## src/rtl/lte_up_dfe_trans_pkg.sv

```systemverilog
// Shared constants for the LTE uplink DFE transpose block: mode codes, group length, periods.
package lte_up_dfe_trans_pkg;

  localparam logic [1:0] MODE_20M_DFLT = 2'd0;
  localparam logic [1:0] MODE_10M      = 2'd1;
  localparam logic [1:0] MODE_15M      = 2'd2;
  localparam logic [1:0] MODE_20M      = 2'd3;

  localparam int unsigned IQ_LEN     = 8;
  localparam int unsigned PERIOD_10M = 32;
  localparam int unsigned PERIOD_20M = 16;

  typedef enum logic {StIdle, StLock} state_e;

  // Last phase of a group; 10M and 15M carry 16 padding samples per group.
  function automatic logic [4:0] last_phase(input logic [1:0] mode);
    if (mode == MODE_10M || mode == MODE_15M) begin
      return 5'(PERIOD_10M - 1);
    end
    return 5'(PERIOD_20M - 1);
  endfunction

endpackage

```

## src/rtl/lte_up_iq_buf.sv

```systemverilog
// Write-by-index holding buffer for the I samples of one group; contents are not reset.
module lte_up_iq_buf #(
  parameter int unsigned DW     = 16,
  parameter int unsigned IQ_LEN = 8,
  parameter int unsigned AW     = 3
) (
  input  logic          clk_i,
  input  logic          wr_en_i,
  input  logic [AW-1:0] wr_idx_i,
  input  logic [DW-1:0] wr_data_i,
  input  logic [AW-1:0] rd_idx_i,
  output logic [DW-1:0] rd_data_o
);

  logic [DW-1:0] mem_q [IQ_LEN];

  always_ff @(posedge clk_i) begin
    if (wr_en_i) begin
      mem_q[wr_idx_i] <= wr_data_i;
    end
  end

  assign rd_data_o = mem_q[rd_idx_i];

endmodule

```

## src/rtl/lte_up_dfe_trans_inf.sv

```systemverilog
// Converts the serial I-then-Q DFE stream into parallel {I,Q} words with frame alignment checks.
// Define LTE_UP_TRANS_ERR_CNT_EN to build the saturating alignment error counter.
module lte_up_dfe_trans_inf #(
  parameter int unsigned DW     = 16,
  parameter int unsigned IQ_LEN = lte_up_dfe_trans_pkg::IQ_LEN
) (
  input  logic            sys_clk_491p52,
  input  logic            sys_rst_491p52,
  input  logic [1:0]      i_mod_sel,
  input  logic            i_fram,
  input  logic [DW-1:0]   i_data,
  output logic            o_fram,
  output logic            o_vld,
  output logic            o_xant,
  output logic [2*DW-1:0] o_data,
  output logic            o_align_err,
  output logic [15:0]     o_err_cnt
);
  import lte_up_dfe_trans_pkg::*;

  localparam int unsigned AW = (IQ_LEN > 1) ? $clog2(IQ_LEN) : 1;

  state_e          state_q, state_d;
  logic [4:0]      phase_q, phase_d;
  logic [4:0]      last_q, last_d;
  logic            pend_q, pend_d;
  logic            fram_q, fram_d;
  logic            vld_q, vld_d;
  logic            xant_q, xant_d;
  logic            err_q, err_d;
  logic [2*DW-1:0] data_q, data_d;

  logic            in_i, in_q;
  logic            wr_en;
  logic [AW-1:0]   wr_idx, rd_idx;
  logic [DW-1:0]   rd_data;

  // phase_d is the phase of the sample on i_data this cycle.
  always_comb begin
    state_d = state_q;
    last_d  = last_q;
    pend_d  = pend_q;
    if (i_fram) begin
      phase_d = '0;
      last_d  = last_phase(i_mod_sel);
      state_d = StLock;
    end else if (phase_q == last_q) begin
      phase_d = '0;
    end else begin
      phase_d = phase_q + 5'd1;
    end

    in_i   = (phase_d < 5'(IQ_LEN));
    in_q   = !in_i && (phase_d < 5'(2 * IQ_LEN));
    wr_en  = in_i;
    wr_idx = AW'(phase_d);
    rd_idx = AW'(phase_d - 5'(IQ_LEN));

    vld_d  = in_q && (state_q == StLock);
    data_d = vld_d ? {rd_data, i_data} : data_q;
    xant_d = vld_d && (phase_d == 5'(2 * IQ_LEN - 1));
    fram_d = vld_d && pend_q;
    if (vld_d) begin
      pend_d = 1'b0;
    end
    if (i_fram) begin
      pend_d = 1'b1;
    end

    // A locked frame boundary must follow the last phase of the previous group.
    err_d = i_fram && (state_q == StLock) && (phase_q != last_q);
  end

  always_ff @(posedge sys_clk_491p52 or negedge sys_rst_491p52) begin
    if (!sys_rst_491p52) begin
      state_q <= StIdle;
      phase_q <= '0;
      last_q  <= 5'(PERIOD_20M - 1);
      pend_q  <= 1'b0;
      fram_q  <= 1'b0;
      vld_q   <= 1'b0;
      xant_q  <= 1'b0;
      err_q   <= 1'b0;
      data_q  <= '0;
    end else begin
      state_q <= state_d;
      phase_q <= phase_d;
      last_q  <= last_d;
      pend_q  <= pend_d;
      fram_q  <= fram_d;
      vld_q   <= vld_d;
      xant_q  <= xant_d;
      err_q   <= err_d;
      data_q  <= data_d;
    end
  end

  lte_up_iq_buf #(
    .DW     (DW),
    .IQ_LEN (IQ_LEN),
    .AW     (AW)
  ) u_iq_buf (
    .clk_i     (sys_clk_491p52),
    .wr_en_i   (wr_en),
    .wr_idx_i  (wr_idx),
    .wr_data_i (i_data),
    .rd_idx_i  (rd_idx),
    .rd_data_o (rd_data)
  );

`ifdef LTE_UP_TRANS_ERR_CNT_EN
  logic [15:0] err_cnt_q, err_cnt_d;

  always_comb begin
    err_cnt_d = err_cnt_q;
    if (err_d && (err_cnt_q != 16'hFFFF)) begin
      err_cnt_d = err_cnt_q + 16'd1;
    end
  end

  always_ff @(posedge sys_clk_491p52 or negedge sys_rst_491p52) begin
    if (!sys_rst_491p52) begin
      err_cnt_q <= '0;
    end else begin
      err_cnt_q <= err_cnt_d;
    end
  end

  assign o_err_cnt = err_cnt_q;
`else
  assign o_err_cnt = '0;
`endif

  assign o_fram      = fram_q;
  assign o_vld       = vld_q;
  assign o_xant      = xant_q;
  assign o_data      = data_q;
  assign o_align_err = err_q;

endmodule

```

## config.mk

```make
export PLATFORM = sky130hd
export DESIGN_NAME = lte_up_dfe_trans_inf
export DESIGN_NICKNAME = d
export VERILOG_FILES = /design/src/rtl/lte_up_dfe_trans_pkg.sv /design/src/rtl/lte_up_iq_buf.sv /design/src/rtl/lte_up_dfe_trans_inf.sv
export SDC_FILE = /design/constraint.sdc
export NUM_CORES = 1
export LEC_CHECK = 0
export ABC_AREA = 1
export CORE_ASPECT_RATIO = 1.5
export CORE_MARGIN = 2
export CORE_UTILIZATION = 52
export DETAILED_ROUTE_END_ITERATION = 10
export PLACE_DENSITY_LB_ADDON = 0.08
export SLEW_MARGIN = 15
export SYNTH_ARGS = -nofsm -noshare
export SYNTH_HDL_FRONTEND = slang
export SYNTH_HIERARCHICAL = 1
export SYNTH_SLANG_ARGS = --single-unit
```

## constraint.sdc

```tcl
create_clock -name sys_clk_491p52 -period 2.3 [get_ports sys_clk_491p52]
set_input_delay 0.46 -clock sys_clk_491p52 [delete_from_list [all_inputs] [get_ports sys_clk_491p52]]
set_output_delay 0.46 -clock sys_clk_491p52 [all_outputs]
set_load 0.02 [all_outputs]
```

==> flow_summary.yaml <==
yosys:
  synth_flop_cell: "edfxtp_1"
  syn_avg_cell_area_um2: 9.716
  synth_edf_count: 128
  netlist_area_um2: 7569
  yosysWarnings: 6
  synthCells: 779
  ys_ff_latch: 172
  synthArstFlopShare_pct: 25.58
  yosysUniqueCellTypes: 19
  ys_seq_area_share_pct: 65.33
placement:
  gp_congestion: 0.8733
  hpwl_um: 11150
  io_buffers: 56
  dpl_worst_slack_ns: -0.1298
  dpl-instance-area_um2: 8443
detailed_routing:
  dr_total_vias: 5155
  wl_per_cell_um: 14.97
  drt_iter0_markers: 295
  ant_nets: 0
  wl_um: 16040
  drc: 0
  drt_pre_antenna_iters: 7
  vias_per_cell: 4.809
clock_tree:
  clk_pin_slew_ns: 0.07
  cts.htree.levels: 4
  clock-sinks: 172
  cts_hold_buffers: 0
  cts_setup_buffers: 0
  cts_root_buf: "clkbuf_16"
  clock_path_buffers: 2
  cts_tree: "yes"
  clock_latency_ns: 0.43
  numCtsBuffers: 17
power:
  max-vdd-ir-drop_mv: 0.6168
  p_per_area_nw_per_um2: 847.8
  p_leak_nw: 4.339
  total_power_mw: 7.692
global_route:
  met2_usage_pct: 38.33
  grt_util_all_layers_pct: 21.85
  grt_max_degree: 45
  grt_antenna_before_repair: 0
  top_usage_layer: "met2"
  grt_first_pass_wirelength_um: 25100
  grt_pass1_vias: 4942
  overflow: 0
  met3_usage_pct: 4.633
  use_met1_pct: 26.17
min_path:
  hold_class: "primary input to asynchronous set/reset pin"
floorplan:
  die_h_um: 151.8
  die-area_um2: 15560
  die_w_um: 102.5
  rows: 54
  start_util_pct: 52.59
  core_area_um2: 14390
  pin_count: 73
worst_setup_path:
  startpoint: "phase_q[1]"
  start_kind: "flip-flop"
  arrival_ns: 2.25
  reg2reg_depth: 8
  timing_worst_setup_path_type: "flip-flop to flip-flop"
  regToRegStartpoint: "phase_q[1]"
  endpoint_kind: "flip-flop"
  crit_fanout: 7
  rr_endpoint: "u_iq_buf/mem_q[2][6]"
  required_ns: 2.43
  rrSetupSlack_ns: 0.18
status:
  status: "finished clean"
timing:
  timing.final.max_slew_violations: 0
  tightestPinTransition_ns: 0.6706
  min_period_ns: 2.120
  setup_ws_ns: 0.1795
  period_share_pct: 92.19
  relSlewSlack_pct: 55.25
  final.setup_skew_ns: 0.008683
  final-hold-violation-count: 0
  setup_viol: 0
  max_freq_ghz: 0.4716
  rsz0062_at_grt: "no"
cells_and_area:
  layout-drive-gt1-share_pct: 9.361
  diodes: 0
  fin_util_pct: 63.05
  design_area_um2: 9074
  final_common_cell: "nand2_1"
  area_growth_pct: 19.89
  final_nets: 885
  most-common-layout-cells: "287 x nand2_1, 142 x inv_1, 128 x edfxtp_1, 100 x nand3_1, 55 x clkdlybuf4s50_1"
run:
  max_cap_violations: 0
[metal layers]
metal  vias up  part of all wire, %
met5         -                    0
met3        30                  4.3
met2       134                   52
met1      2432                   42
li1       2559                    -
met4         0                  2.0
[critical path, cell delays in order, from the launching register on]
cell and delay (ns):
dfrtp_1 0.36, ha_1 0.20, nand3_1 0.14, o21ai_2 0.30, nor2_4 0.05, nor2_1 0.13, nand2_1 0.14, nor2_1 0.27
buf_4 0.24
[synth_stat cells (2+ instances only)]
cell type / number / area (um^2)
buf_2: 15 / 75.07
buf_4: 23 / 172.7
inv_1: 142 / 533.0
nor2_1: 17 / 63.81
o21ai_0: 3 / 15.01
edfxtp_1: 128 / 3844
nand3_1: 100 / 500.5
dfrtp_1: 44 / 1101
nand2_1: 287 / 1077
inv_2: 2 / 7.510
buf_6: 10 / 112.6
[repair_timing]
action	in CTS	in global routing
gates resized for setup	0	1
hold endpoints to repair	0	0
setup endpoints to repair	0	76
[state kept, by name, summed over array words and instances, names as in the netlist]
| register | flops |
|---|---|
| o_xant | 1 |
| u_iq_buf/mem_q | 128 |
| o_data | 32 |
| o_fram | 1 |
| last_q | 1 |
| o_vld | 1 |
| pend_q | 1 |
| phase_q | 5 |
| state_q | 1 |
| o_align_err | 1 |
[cells by family (layout without fill, tap and decap cells)]
group,Yosys count,after routing,synth area share (%)
and+or+nand+nor,406,406,21.99
buffers and inverters,192,274,11.90
DFF,172,172,65.33
AOI/OAI and AO/OA,5,5,0.3304
xor gates and xnor gates,2,2,0.2315
adders and majority gates,1,1,0.1653
other,1,16,0.04955
[layout make-up]
type	instances	area, um^2
inverters	144	540.5
fillers	1253	5318
well taps	196	245.2
flip-flops and latches	172	4945
multi-input cells	430	1795
clock buffers	21	470.5
clock inverters	11	156.4
repair buffers	98	920.9
[power by group]
group / internal (mW) / total (mW) / switching [mW]
Clock: 1.81 / 2.99 / 1.18
Combinational: 0.416 / 1.07 / 0.652
Sequential: 3.56 / 3.64 / 0.0776
Total: 5.79 / 7.69 / 1.91
[metrics by stage]
step	hold slack (ns)	instances	setup TNS, ns
after floorplan	0.1644	794	-21.12
after global placement	0.4564	1040	-1.617
after detailed placement	0.4594	1040	-7.083
after CTS	0.005846	1072	0
after global routing	0.008233	1072	0
final	0.002442	1072	0
[worst max-delay path by stage]
stage | endpoint | slack (ns) | cells after the start
after floorplan | u_iq_buf/mem_q[5][0] | -0.20 | 8
after global placement | o_data[19] | -0.13 | 10
after detailed placement | o_data[19] | -0.13 | 10
after CTS | u_iq_buf/mem_q[2][6] | 0.09 | 8
after global routing | u_iq_buf/mem_q[2][6] | 0.01 | 8
final | u_iq_buf/mem_q[2][6] | 0.18 | 8
No activity file was read; power rests on OpenSTA's default activity.
